### config.mk
export PLATFORM = sky130hd
export DESIGN_NAME = psum_acc_buf_flat
export DESIGN_NICKNAME = d
export VERILOG_FILES = /design/src/rtl/psum_acc_if.sv /design/src/rtl/psum_acc_buf.sv /design/src/flat_wrapper.sv
export SDC_FILE = /design/constraint.sdc
export NUM_CORES = 1
export LEC_CHECK = 0
export ABC_AREA = 1
export BUFFER_PORTS_ARGS = -buffer_cell sky130_fd_sc_hd__buf_2
export CAP_MARGIN = 30
export CORE_MARGIN = 8
export CORE_UTILIZATION = 40
export CTS_CLUSTER_SIZE = 30
export DETAILED_ROUTE_END_ITERATION = 10
export GPL_ROUTABILITY_DRIVEN = 0
export PLACE_DENSITY = 0.56
export SETUP_SLACK_MARGIN = 0.05
export SLEW_MARGIN = 20
export SYNTH_ARGS = -nofsm -noshare
export SYNTH_HDL_FRONTEND = slang
export SYNTH_SLANG_ARGS = --single-unit
### constraint.sdc
create_clock -name clk -period 2.13 [get_ports clk]
set_input_delay 0.213 -clock clk [delete_from_list [all_inputs] [get_ports clk]]
set_output_delay 0.213 -clock clk [all_outputs]
set_load 0.03 [all_outputs]
### src/rtl/psum_acc_if.sv
// Bundle of the psum_acc_buf control, partial-sum input and result streams.
// master = job/stream driver side, slave = psum_acc_buf.
interface psum_acc_if;
    logic        ctrl_valid;
    logic        ctrl_ready;
    logic        ctrl_finish;
    logic [7:0]  k_num_i;
    logic [15:0] grp_num_i;
    logic        bit_mode_i;
    logic        pe_valid;
    logic        pe_ready;
    logic [95:0] pe_psum;
    logic        psum_almost_valid;
    logic        psum_valid;
    logic        psum_ready;
    logic [95:0] psum_data;

    modport master (
        output ctrl_valid, k_num_i, grp_num_i, bit_mode_i, pe_valid, pe_psum, psum_ready,
        input  ctrl_ready, ctrl_finish, pe_ready, psum_almost_valid, psum_valid, psum_data
    );

    modport slave (
        input  ctrl_valid, k_num_i, grp_num_i, bit_mode_i, pe_valid, pe_psum, psum_ready,
        output ctrl_ready, ctrl_finish, pe_ready, psum_almost_valid, psum_valid, psum_data
    );
endinterface

### src/rtl/psum_acc_buf.sv
// Partial-sum accumulator with a one-word output buffer, six 16-bit lanes (or 12 8-bit sub-lanes).
// Define PSUM_ACC_SAT_EN to saturate each lane add instead of wrapping.
module psum_acc_buf (
    input logic        clk,
    input logic        rst_n,
    psum_acc_if.slave  bus
);

    typedef enum logic {IDLE, RUN} state_e;

    state_e      state_q, state_d;
    logic [7:0]  k_num_q, k_num_d;
    logic [15:0] grp_num_q, grp_num_d;
    logic        bit_mode_q, bit_mode_d;
    logic [7:0]  cnt_k_q, cnt_k_d;
    logic [15:0] cnt_grp_q, cnt_grp_d;
    logic [95:0] acc_q, acc_d;
    logic [95:0] psum_data_q, psum_data_d;
    logic        psum_valid_q, psum_valid_d;
    logic        ctrl_finish_q, ctrl_finish_d;

    logic        pe_ready;
    logic        pe_fire;
    logic        out_fire;
    logic        is_final;
    logic [95:0] lane_sum;

    function automatic logic [15:0] add16(input logic [15:0] a, input logic [15:0] b);
        logic [15:0] s;
        s = a + b;
`ifdef PSUM_ACC_SAT_EN
        if (a[15] == b[15] && s[15] != a[15]) s = a[15] ? 16'h8000 : 16'h7FFF;
`endif
        return s;
    endfunction

    function automatic logic [7:0] add8(input logic [7:0] a, input logic [7:0] b);
        logic [7:0] s;
        s = a + b;
`ifdef PSUM_ACC_SAT_EN
        if (a[7] == b[7] && s[7] != a[7]) s = a[7] ? 8'h80 : 8'h7F;
`endif
        return s;
    endfunction

    // Once the job's last word sits in the buffer, no further beats may enter.
    assign pe_ready = (state_q == RUN) &&
                      (!psum_valid_q || (bus.psum_ready && cnt_grp_q != grp_num_q));
    assign pe_fire  = bus.pe_valid && pe_ready;
    assign out_fire = psum_valid_q && bus.psum_ready;
    assign is_final = (cnt_k_q == k_num_q);

    assign bus.ctrl_ready        = (state_q == IDLE);
    assign bus.ctrl_finish       = ctrl_finish_q;
    assign bus.pe_ready          = pe_ready;
    assign bus.psum_almost_valid = pe_fire && is_final;
    assign bus.psum_valid        = psum_valid_q;
    assign bus.psum_data         = psum_data_q;

    always_comb begin
        lane_sum = '0;
        for (int l = 0; l < 6; l++) begin
            if (bit_mode_q) begin
                lane_sum[l*16+8 +: 8] = add8(acc_q[l*16+8 +: 8], bus.pe_psum[l*16+8 +: 8]);
                lane_sum[l*16   +: 8] = add8(acc_q[l*16   +: 8], bus.pe_psum[l*16   +: 8]);
            end else begin
                lane_sum[l*16 +: 16] = add16(acc_q[l*16 +: 16], bus.pe_psum[l*16 +: 16]);
            end
        end
    end

    // NOTE: every signal gets its hold value first so no path leaves it unassigned (no latch).
    always_comb begin
        state_d       = state_q;
        k_num_d       = k_num_q;
        grp_num_d     = grp_num_q;
        bit_mode_d    = bit_mode_q;
        cnt_k_d       = cnt_k_q;
        cnt_grp_d     = cnt_grp_q;
        acc_d         = acc_q;
        psum_data_d   = psum_data_q;
        psum_valid_d  = psum_valid_q;
        ctrl_finish_d = 1'b0;

        case (state_q)
            IDLE: begin
                if (bus.ctrl_valid) begin
                    k_num_d    = bus.k_num_i;
                    grp_num_d  = bus.grp_num_i;
                    bit_mode_d = bus.bit_mode_i;
                    cnt_k_d    = '0;
                    cnt_grp_d  = '0;
                    state_d    = RUN;
                end
            end
            RUN: begin
                if (out_fire) begin
                    psum_valid_d = 1'b0;
                    cnt_grp_d    = cnt_grp_q + 16'd1;
                    if (cnt_grp_q == grp_num_q) begin
                        ctrl_finish_d = 1'b1;
                        state_d       = IDLE;
                    end
                end
                // A final beat in the same cycle as a handshake refills the buffer.
                if (pe_fire) begin
                    acc_d = (cnt_k_q == 8'd0) ? bus.pe_psum : lane_sum;
                    if (is_final) begin
                        psum_data_d  = acc_d;
                        psum_valid_d = 1'b1;
                        cnt_k_d      = '0;
                    end else begin
                        cnt_k_d = cnt_k_q + 8'd1;
                    end
                end
            end
            default: state_d = IDLE;
        endcase
    end

    // NOTE: state updates use non-blocking assignments so all flops sample pre-edge values.
    always_ff @(posedge clk or negedge rst_n) begin
        if (!rst_n) begin
            state_q       <= IDLE;
            k_num_q       <= '0;
            grp_num_q     <= '0;
            bit_mode_q    <= 1'b0;
            cnt_k_q       <= '0;
            cnt_grp_q     <= '0;
            acc_q         <= '0;
            psum_data_q   <= '0;
            psum_valid_q  <= 1'b0;
            ctrl_finish_q <= 1'b0;
        end else begin
            state_q       <= state_d;
            k_num_q       <= k_num_d;
            grp_num_q     <= grp_num_d;
            bit_mode_q    <= bit_mode_d;
            cnt_k_q       <= cnt_k_d;
            cnt_grp_q     <= cnt_grp_d;
            acc_q         <= acc_d;
            psum_data_q   <= psum_data_d;
            psum_valid_q  <= psum_valid_d;
            ctrl_finish_q <= ctrl_finish_d;
        end
    end

endmodule

### src/flat_wrapper.sv
// flat-port wrapper written by rule: the top's interface ports become plain ports
module psum_acc_buf_flat 
  (clk, rst_n, bus_ctrl_valid, bus_k_num_i, bus_grp_num_i, bus_bit_mode_i, bus_pe_valid, bus_pe_psum, bus_psum_ready, bus_ctrl_ready, bus_ctrl_finish, bus_pe_ready, bus_psum_almost_valid, bus_psum_valid, bus_psum_data);
  psum_acc_if bus_i ();
  input logic clk;
  input logic rst_n;
  input wire logic [$bits(bus_i.ctrl_valid)-1:0] bus_ctrl_valid;
  input wire logic [$bits(bus_i.k_num_i)-1:0] bus_k_num_i;
  input wire logic [$bits(bus_i.grp_num_i)-1:0] bus_grp_num_i;
  input wire logic [$bits(bus_i.bit_mode_i)-1:0] bus_bit_mode_i;
  input wire logic [$bits(bus_i.pe_valid)-1:0] bus_pe_valid;
  input wire logic [$bits(bus_i.pe_psum)-1:0] bus_pe_psum;
  input wire logic [$bits(bus_i.psum_ready)-1:0] bus_psum_ready;
  output wire logic [$bits(bus_i.ctrl_ready)-1:0] bus_ctrl_ready;
  output wire logic [$bits(bus_i.ctrl_finish)-1:0] bus_ctrl_finish;
  output wire logic [$bits(bus_i.pe_ready)-1:0] bus_pe_ready;
  output wire logic [$bits(bus_i.psum_almost_valid)-1:0] bus_psum_almost_valid;
  output wire logic [$bits(bus_i.psum_valid)-1:0] bus_psum_valid;
  output wire logic [$bits(bus_i.psum_data)-1:0] bus_psum_data;
  assign bus_i.ctrl_valid = bus_ctrl_valid;
  assign bus_i.k_num_i = bus_k_num_i;
  assign bus_i.grp_num_i = bus_grp_num_i;
  assign bus_i.bit_mode_i = bus_bit_mode_i;
  assign bus_i.pe_valid = bus_pe_valid;
  assign bus_i.pe_psum = bus_pe_psum;
  assign bus_i.psum_ready = bus_psum_ready;
  assign bus_ctrl_ready = bus_i.ctrl_ready;
  assign bus_ctrl_finish = bus_i.ctrl_finish;
  assign bus_pe_ready = bus_i.pe_ready;
  assign bus_psum_almost_valid = bus_i.psum_almost_valid;
  assign bus_psum_valid = bus_i.psum_valid;
  assign bus_psum_data = bus_i.psum_data;
  psum_acc_buf u_core (.clk(clk), .rst_n(rst_n), .bus(bus_i));
endmodule
==> impl_metrics.ini, run 1 <==
[layout]
final_core_util_pct = 52.5
syn2layout_area_growth_pct = 30.5
stdcell_area_sq_um = 21900
final_nets = 3124
drive_above_1_share_pct = 17.3

[logic_synthesis]
synth_seq_cells = 244
synth-adder-area-share_pct = 8.38
synth_fp_nets = 2760
synth_warnings = 0
netlist_area_sq_um = 16800
synth-edff-count = 0
synth-compound-area-share_pct = 6.88
synthMuxAreaShare_pct = 0
synth_top_family_by_area = simple AND/OR/NAND/NOR gates
synthXorXnorAreaFrac_pct = 2.14
synth-simple-area-share_pct = 38.9
avgSynthCellArea_sq_um = 6.63
synth_cells = 2529
synth_cell_types = 39
ys_seq_area_share_pct = 36.4
async_flop_share_pct = 100
ys.flop_type = dfrtp_1

[drt]
drt_wl_total_microns = 55900
highest_layer = met4
ant_nets = 0
dr.first_iter.drc_count = 1224
route.detailed.drc = 0
met3_length_microns = 2990
wl_met2_microns = 26200
routedWlPerCell_microns = 16.2
met1Wirelength_microns = 25100
drtPass1Iterations = 5
vias_per_cell = 4.98
num_vias = 17200

[die]
die-width_microns = 221
die_y_microns = 221
ios = 227
start_util_pct = 40.2
num_rows = 75
dieArea_sq_um = 48700
core-area_sq_um = 41700

[clock_network]
cts_tree = done
clock-sinks = 244
htreeDepth = 1
clk_path_buf_depth = 3
cts_made_buffers = 31
cts_root_buf = clkbuf_16
clkTransAtPathRegs_ps = 60
clock_latency_ps = 590

[timing]
worstMarginPinSlew_ps = 576
max_slew_margin_pct = 61.3
slew_violations = 0
whs_ps = 24.0
max_freq_mhz = 450
fin_crit_sh_pct = 104
clock_skew_ps = 13.6
setup_ws_ps = -90.6
rsz0062_at_grt = true
finalCriticalPeriod_ps = 2220
timing_hold_violations_final = 0
setup_violations = 2

[grt]
grt_max_degree = 79
grt_antenna_before_repair = 2
grt_pass1_vias = 17100
gr-usage-all-layers_pct = 21.3
grt_overflow = 0
grt_pass1_wl_microns = 85100

[run_status]
violations = setup timing
status = finished with violations

[place]
place_ws_ps = 19.1
placed_cell_area_sq_um = 18900
io_buffer_count = 226
hpwl_microns = 37300

[min_path]
worstHoldPathCells = 5
hp-start = bus_pe_psum[72]
min_path_type = input pin to flop
min_to = u_core.acc_q[72]

[setup_path]
cp_max_fo = 4
r2r-end = u_core.acc_q[31]
required_ps = 1920
worstSetupEndpointType = output port
arrival_ps = 2010
timing.rr.start = u_core.cnt_grp_q[0]
slowest_delay_ps = 380
r2r_setup_slack_ps = 70
reg2regPathDepth = 16
cp_cell_sequence = inv_2 > nand2_1 > nand2_1 > nor2_2 > nand2_1 > nor2_1 > nand2_2 > nand2_2 > nand2_2 > nand2_4 > nor2_4 > buf_8
path_class = flop to output port
slowest_stage = dfrtp_1
startpoint_type = flop

[power_and_ir_drop]
ir_worst_vdd_mv = 0.825
finalPower_w = 0.0327
pwr_density_cell_nw_per_um2 = 1500
leakage_nw = 12.0

[job]
drv_cap = 0
worst max-delay path, delay by kind of cell (launching register included):
| family | cells | cell delay, ps |
|---|---|---|
| buffers and inverters | 2 | 200 |
| flip-flops | 1 | 380 |
| AND/OR/NAND/NOR | 10 | 830 |
cells in the mapped netlist (2+ instances only):
cell type  instances  share of area (%)
a21boi_0           3               0.13
a21o_1             7               0.31
a21oi_1           64                1.9
a31oi_1            4               0.15
and2_1             7               0.26
and3_1             3               0.11
buf_1              4              0.090
buf_2             32               0.96
buf_4              4               0.18
clkbuf_1          40               0.90
clkinv_1           2              0.045
dfrtp_1          244                 36
fa_1              12                1.4
ha_1              93                6.9
inv_1            223                5.0
inv_2              6               0.13
nand2_1         1233                 28
nand3_1          172                5.1
nand3b_1          13               0.58
nand4_1           13               0.49
nor2_1           124                2.8
nor3_1            21               0.63
nor4_1             4               0.15
o211ai_1          10               0.45
o21a_1             2              0.090
o21ai_0           97                2.9
o21ai_1            5               0.15
o21bai_1           7               0.31
o22ai_1            4               0.15
o31ai_1            5               0.22
or2_2             24               0.90
xnor2_1           23                1.2
xor2_1            18               0.94
worst max path at each step:
stage	startpoint	to	slack [ps]	depth (start not counted)
6_report	u_core.cnt_grp_q[0]	bus_psum_almost_valid	-90	12
5_1_grt	u_core.cnt_grp_q[0]	bus_psum_almost_valid	-200	12
4_1_cts	u_core.cnt_grp_q[6]	bus_psum_almost_valid	-190	13
3_5_place_dp	u_core.cnt_grp_q[6]	u_core.acc_q[84]	20	14
3_3_place_gp	u_core.cnt_grp_q[6]	u_core.acc_q[84]	50	14
2_1_floorplan	u_core.acc_q[16]	u_core.acc_q[30]	170	13
metrics by stage:
stage               cells  TNS, ps
CTS                  3418     -188
global route         3453    -1080
floorplan            2529        0
detailed placement   3262        0
finish               3454    -99.9
global placement     3262        0
sequential cells by signal (all words and copies together), names as in the netlist:
name                    count
u_core.bus.psum_data       96
u_core.bus.psum_valid       1
u_core.grp_num_q           16
u_core.acc_q               96
u_core.cnt_k_q              8
u_core.k_num_q              8
u_core.bus.ctrl_finish      1
u_core.state_q              1
u_core.cnt_grp_q           16
u_core.bit_mode_q           1
per-layer routing:
metal | vias to the layer above | track usage, %
li1 | 8672 | -
met1 | 8036 | 27.4
met2 | 413 | 36.6
met3 | 90 | 3.03
met4 | 0 | 7.27
met5 | - | 0
kinds of logic (layout without fill, tap and decap cells):
group                    count (synthesis)  after routing
AO/OA/AOI/OAI                          210            210
buffers and inverters                  311            694
AND/OR/NAND/NOR                       1618           1618
adder cells (fa/ha/maj)                105            105
flip-flops                             244            244
other                                    0              3
XOR/XNOR                                41             41
what timing repair did:
action | CTS | global route
endpoints found under the hold margin | 382 | 0
hold buffers | 90 | 0
resized for setup | 17 | 130
pin swaps | 12 | 24
cloned | 0 | 14
setup endpoints to repair | 17 | 190
buffers inserted | 14 | 22
final cells by class:
type / instances / area, sq um
multi-input combinational: 1974 / 9820
antenna: 3 / 7.51
clock inverter: 9 / 174
sequential: 244 / 6110
timing repair buffer: 411 / 3300
tap: 539 / 674
inverter: 231 / 870
clock buffer: 43 / 901
fill: 4104 / 19800
placed cells by master (no fill, tap or decap), types with 7 or more instances in the layout:
master | synthesis | final
clkbuf_16 | 0 | 41
and2_1 | 7 | 7
xnor2_1 | 23 | 22
nor2_1 | 124 | 120
inv_1 | 223 | 216
dlygate4sd3_1 | 0 | 90
buf_2 | 32 | 224
nand3_1 | 172 | 161
o211ai_1 | 10 | 10
buf_12 | 0 | 18
fa_2 | 0 | 8
nand2_1 | 1233 | 1192
ha_1 | 93 | 79
a21o_1 | 7 | 7
ha_2 | 0 | 9
nand3_2 | 0 | 11
nand2_2 | 1 | 36
a21oi_1 | 64 | 59
nand3b_1 | 13 | 13
o21ai_0 | 97 | 83
o21ai_1 | 5 | 19
xor2_1 | 18 | 18
nand4_1 | 13 | 13
clkbuf_8 | 0 | 8
or2_2 | 24 | 23
dfrtp_1 | 244 | 240
nor3_1 | 21 | 16
inv_2 | 6 | 12
buf_4 | 4 | 56
power breakdown:
group	internal (W)	leakage [nW]	switching (W)
registers	0.00659	3.02	0.00134
clock network	0.00351	0.531	0.00213
logic	0.00697	8.42	0.0122
total	0.0171	12.0	0.0156
No activity file was read; power rests on OpenSTA's default activity.
==> run 2: changes to the inputs <==
--- a/config.mk
+++ b/config.mk
@@ -10,3 +10,3 @@
 export CAP_MARGIN = 30
-export CORE_MARGIN = 8
+export CORE_MARGIN = 2
 export CORE_UTILIZATION = 40
==> constraint.sdc (replaced) <==
create_clock -name clk -period 2.13 [get_ports clk]
set_input_delay 0.1065 -clock clk [delete_from_list [all_inputs] [get_ports clk]]
set_output_delay 0.1065 -clock clk [all_outputs]
set_load 0.03 [all_outputs]
==> impl_metrics.ini, run 2 (synthesis gave the netlist of run 1 again) <==
[layout]
syn2layout_area_growth_pct = 35.0
finalNonFillerCells = 3473
final_core_util_pct = 55.0
final_nets = 3148
seqCellArea_sq_um = 6110
final_cell_mix = 1104 x nand2_1, 244 x dfrtp_1, 224 x buf_2
multiInputGateArea_sq_um = 10400
layout_commonest_cell = nand2_1
stdcell_area_sq_um = 22600
drive_above_1_share_pct = 20.2
fillers = 4019

[die]
die_y_microns = 209
core-area_sq_um = 41100
die-width_microns = 209
dieArea_sq_um = 43600
ios = 227
num_rows = 74
start_util_pct = 40.8

[setup_path]
crit_family = simple AND/OR/NAND/NOR gates
path_class = flop to flop
slowest_stage = dfrtp_1
startpoint_type = flop
slowest_delay_ps = 400
critical_path.startpoint = u_core.cnt_grp_q[4]
cp_cell_sequence = nand2_1 > nand2_1 > nor2_2 > nand2_1 > nor2_1 > nand2_2 > nand2_2 > nand2_2 > nand2_4 > nor2_4 > buf_4 > buf_6 > buf_12 > buf_12 > clkbuf_16 > nand2_1 > nand2_1
arrival_ps = 2640
worstSetupEndpointType = flop
cp_max_fo = 8
r2r_setup_slack_ps = -30
worst-path-buf-inv = 5
r2r-end = u_core.bus.psum_data[44]
reg2regPathDepth = 17
required_ps = 2610
timing.rr.start = u_core.cnt_grp_q[4]
cp_common_cell = nand2_1

[grt]
grt_pass1_vias = 17000
grt_max_degree = 79
grt_pass1_wl_microns = 84600
grt_antenna_before_repair = 2
gr-usage-all-layers_pct = 23.5
grt_overflow = 0

[clock_network]
cts_made_buffers = 30
cts_root_buf = clkbuf_16
cts_tree = done
htreeDepth = 1
clkTransAtPathRegs_ps = 60
clk_path_buf_depth = 3
clock_latency_ps = 590
clock-sinks = 244

[timing]
fin_crit_sh_pct = 101
rsz0062_at_grt = true
worstMarginPinSlew_ps = 570
max_freq_mhz = 463
timing_hold_violations_final = 0
finalCriticalPeriod_ps = 2160
setup_ws_ps = -31.6
clock_skew_ps = 20.2
setup_violations = 13
max_slew_margin_pct = 61.6
slew_violations = 0

[drt]
vias_per_cell = 4.94
drt_wl_total_microns = 54500
route.detailed.drc = 0
routedWlPerCell_microns = 15.7
ant_nets = 0
dr.first_iter.drc_count = 1061
drtPass1Iterations = 7
num_vias = 17200

[power_and_ir_drop]
ir_worst_vdd_mv = 0.681
pwr_density_cell_nw_per_um2 = 1490
leakage_nw = 12.4

[place]
io_buffer_count = 226
hpwl_microns = 36000
placed_cells = 3253
placed_cell_area_sq_um = 18800

[min_path]
min_to = u_core.cnt_k_q[5]
min_path_type = input pin to flop
hp-start = bus_pe_valid
worstHoldPathCells = 5

[run_status]
violations = setup timing
status = finished with violations

[job]
drv_cap = 0
-- run 2: changes by cell type in the layout (fill, tap and decap cells not counted), sizes merged --
cell | before | now
clkinv | 5 | 9
clkbuf | 53 | 52
dlygate4sd3 | 90 | 126
buf | 311 | 299
inv | 230 | 229
diode | 3 | 2
clkinvlp | 0 | 1
-- run 2: power breakdown --
part           switching, W  internal (W)
registers           0.00130       0.00659
logic                0.0130       0.00726
clock network       0.00216       0.00336
-- run 2: worst max-delay path by stage --
stage	endpoint	slack, ps	depth (start not counted)
floorplan	u_core.acc_q[30]	170	13
global placement	u_core.acc_q[30]	60	14
detailed placement	u_core.acc_q[30]	20	14
CTS	bus_psum_almost_valid	-80	13
global route	bus_psum_almost_valid	-180	13
finish	u_core.bus.psum_data[44]	-30	17
-- run 2: final cells by class --
class	count	area share, %
well taps	532	2.94
clock buffers	41	3.72
flip-flops and latches	244	27.0
clock inverters	13	0.935
inverters	231	3.86
diodes	2	0.0221
repair buffers	436	15.8
multi-input cells	1974	45.8
-- run 2: per-stage QoR --
step           hold WS (ps)  TNS (ps)  worst slack, ps  total power (W)
6_report               70.0      -153            -31.6           0.0337
5_1_grt                88.2     -6570             -175           0.0367
4_1_cts                6.66     -81.4            -81.4           0.0317
3_5_place_dp           21.8         0             22.3           0.0257
3_3_place_gp           15.3         0             57.7           0.0255
2_1_floorplan          -189         0              172           0.0207
-- run 2: timing repair --
item / in CTS / in global routing
gates cloned: 1 / 13
hold buffers: 126 / 0
pin swaps: 9 / 82
setup buffers: 7 / 18
hold endpoints to repair: 461 / 0
setup endpoints to repair: 7 / 201
gates resized for setup: 15 / 276
-- run 2: layer usage --
| metal | GRT usage, % | up-vias | share of wire [%] |
|---|---|---|---|
| met5 | 0 | - | 0 |
| met4 | 6.06 | 0 | 2.6 |
| met3 | 3.05 | 87 | 4.3 |
| met2 | 40.8 | 355 | 48 |
| met1 | 30.8 | 7995 | 46 |
| li1 | - | 8723 | - |
-- run 2: worst register-to-register path, cell delays in order, from the launching register on --
cell       delay, ps
dfrtp_1          400
nand2_1           80
nand2_1           60
nor2_2           110
nand2_1           90
nor2_1           140
nand2_2           90
nand2_2           70
nand2_2           60
nand2_4           90
nor2_4            50
buf_4            120
buf_6            110
buf_12           140
buf_12           160
clkbuf_16        180
nand2_1           70
nand2_1           50
==> run 3: changes to the inputs <==
Settings changed: SKIP_CTS_REPAIR_TIMING set to 1.
==> impl_metrics.ini, run 3 (synthesis gave the netlist of run 1 again) <==
[place]
placed_cells = 3253
io_buffer_count = 226
hpwl_microns = 36000

[timing]
slew_violations = 0
rsz0062_at_grt = true
whs_ps = -70.1
max_freq_mhz = 452
timing_hold_violations_final = 11
fin_crit_sh_pct = 104
clock_skew_ps = 21.1
finalCriticalPeriod_ps = 2210
worstMarginPinSlew_ps = 426
setup_ws_ps = -82.7
setup_violations = 1
max_slew_margin_pct = 71.3

[run_status]
violations = hold timing, setup timing
status = finished with violations

[drt]
met3_length_microns = 2560
dr.first_iter.drc_count = 1089
routedWlPerCell_microns = 16.4
highest_layer = met5
ant_nets = 0
wl_met2_microns = 27200
vias_per_cell = 4.96
num_vias = 17300
drtPass1Iterations = 5
route.detailed.drc = 0
drt_wl_total_microns = 57100
met1Wirelength_microns = 25600

[clock_network]
cts_root_buf = clkbuf_16
clk_path_buf_depth = 3
htreeDepth = 1
clock_latency_ps = 590
cts_made_buffers = 30
clkTransAtPathRegs_ps = 60
cts_tree = done
clock-sinks = 244

[die]
dieArea_sq_um = 43600
die_y_microns = 209
start_util_pct = 40.8
num_rows = 74
die-width_microns = 209
ios = 227
core-area_sq_um = 41100

[setup_path]
required_ps = 2020
arrival_ps = 2110
worstSetupEndpointType = output port
path_class = flop to output port
cp_max_fo = 5
startpoint_type = flop

[layout]
final_cell_mix = 1206 x nand2_1, 244 x dfrtp_1, 224 x buf_2
final_nets = 3155
layout_commonest_cell = nand2_1
syn2layout_area_growth_pct = 32.6
drive_above_1_share_pct = 17.2
finalNonFillerCells = 3480
fillers = 4088

[job]
drv_cap = 0

[grt]
gr-usage-all-layers_pct = 22.9
grt_overflow = 0
grt_pass1_vias = 16300
grt_antenna_before_repair = 3
grt_max_degree = 79
grt_pass1_wl_microns = 82300

[power_and_ir_drop]
ir_worst_vdd_mv = 0.660
pwr_density_cell_nw_per_um2 = 1480
leakage_nw = 12.1
p_comb_share_pct = 59.0
power.switching_w = 0.0157
switching_share_pct = 48.0
clkPwrFrac_pct = 16.8
pwr-share-seq_pct = 24.1
intPower_w = 0.0171

[min_path]
min_path_type = input pin to flop
==> run 3: through the flow <==
| step | power, W | instance area (sq um) | TNS [ps] | worst slack [ps] | util (%) |
|---|---|---|---|---|---|
| 2_1_floorplan | 0.0207 | 16800 | 0 | 172 | - |
| 3_3_place_gp | 0.0255 | 18800 | 0 | 57.7 | 45.7 |
| 3_5_place_dp | 0.0257 | 18800 | 0 | 22.3 | 45.7 |
| 4_1_cts | 0.0315 | 19900 | -606 | -597 | 48.3 |
| 5_1_grt | 0.0359 | 22200 | -236 | -199 | 54.1 |
| 6_report | 0.0328 | 22200 | -82.7 | -82.7 | 54.1 |
==> run 3: routing by layer <==
layer | vias to the layer above | GRT usage, %
met3 | 88 | 3.23
met5 | - | 0
met1 | 8032 | 30.1
met4 | 2 | 6.21
met2 | 398 | 39.4
li1 | 8747 | -
==> run 3: final cells by class <==
type                    instances  area, sq um  share of cell area, %
diodes                          2         5.00                 0.0225
clock buffers                  41          842                   3.79
repair buffers                442         3660                   16.5
flip-flops and latches        244         6110                   27.5
inverters                     231          870                   3.91
clock inverters                13          211                  0.952
multi-input cells            1975         9860                   44.4
well taps                     532          666                   3.00
==> run 3: power by group through the flow <==
stage	sequential, W	combinational, W	clock, W
2_1_floorplan	0.00920	0.0115	0
3_3_place_gp	0.00783	0.0177	0
3_5_place_dp	0.00786	0.0179	0
4_1_cts	0.00783	0.0180	0.00567
5_1_grt	0.00813	0.0219	0.00581
6_report	0.00791	0.0194	0.00552
==> run 3: worst paths after layout <==
| kind | startpoint | endpoint | slack, ps | depth (start not counted) |
|---|---|---|---|---|
| max | u_core.cnt_grp_q[9] | bus_psum_almost_valid | -80 | 13 |
| min | bus_pe_psum[33] | u_core.acc_q[33] | -70 | 5 |
| max reg2reg | u_core.cnt_grp_q[9] | u_core.bus.psum_data[90] | 100 | 15 |
| min reg2reg | u_core.bus.psum_data[66] | u_core.bus.psum_data[66] | 460 | 2 |
| max in group asynchronous | rst_n | u_core.acc_q[28] | 1420 | 3 |
| min in group asynchronous | rst_n | u_core.acc_q[91] | 10 | 2 |
==> run 3: critical path, stage by stage, from the launching register on <==
cell and delay [ps]:
dfrtp_1 400, inv_2 60, nand2_1 50, nand2_1 60, nor2_1 110, nand2_1 70
nor2_2 110, nand2_2 80, nand2_4 90, nand2_4 50, nand2_4 100, nor2_4 60
buf_12 130, buf_8 130
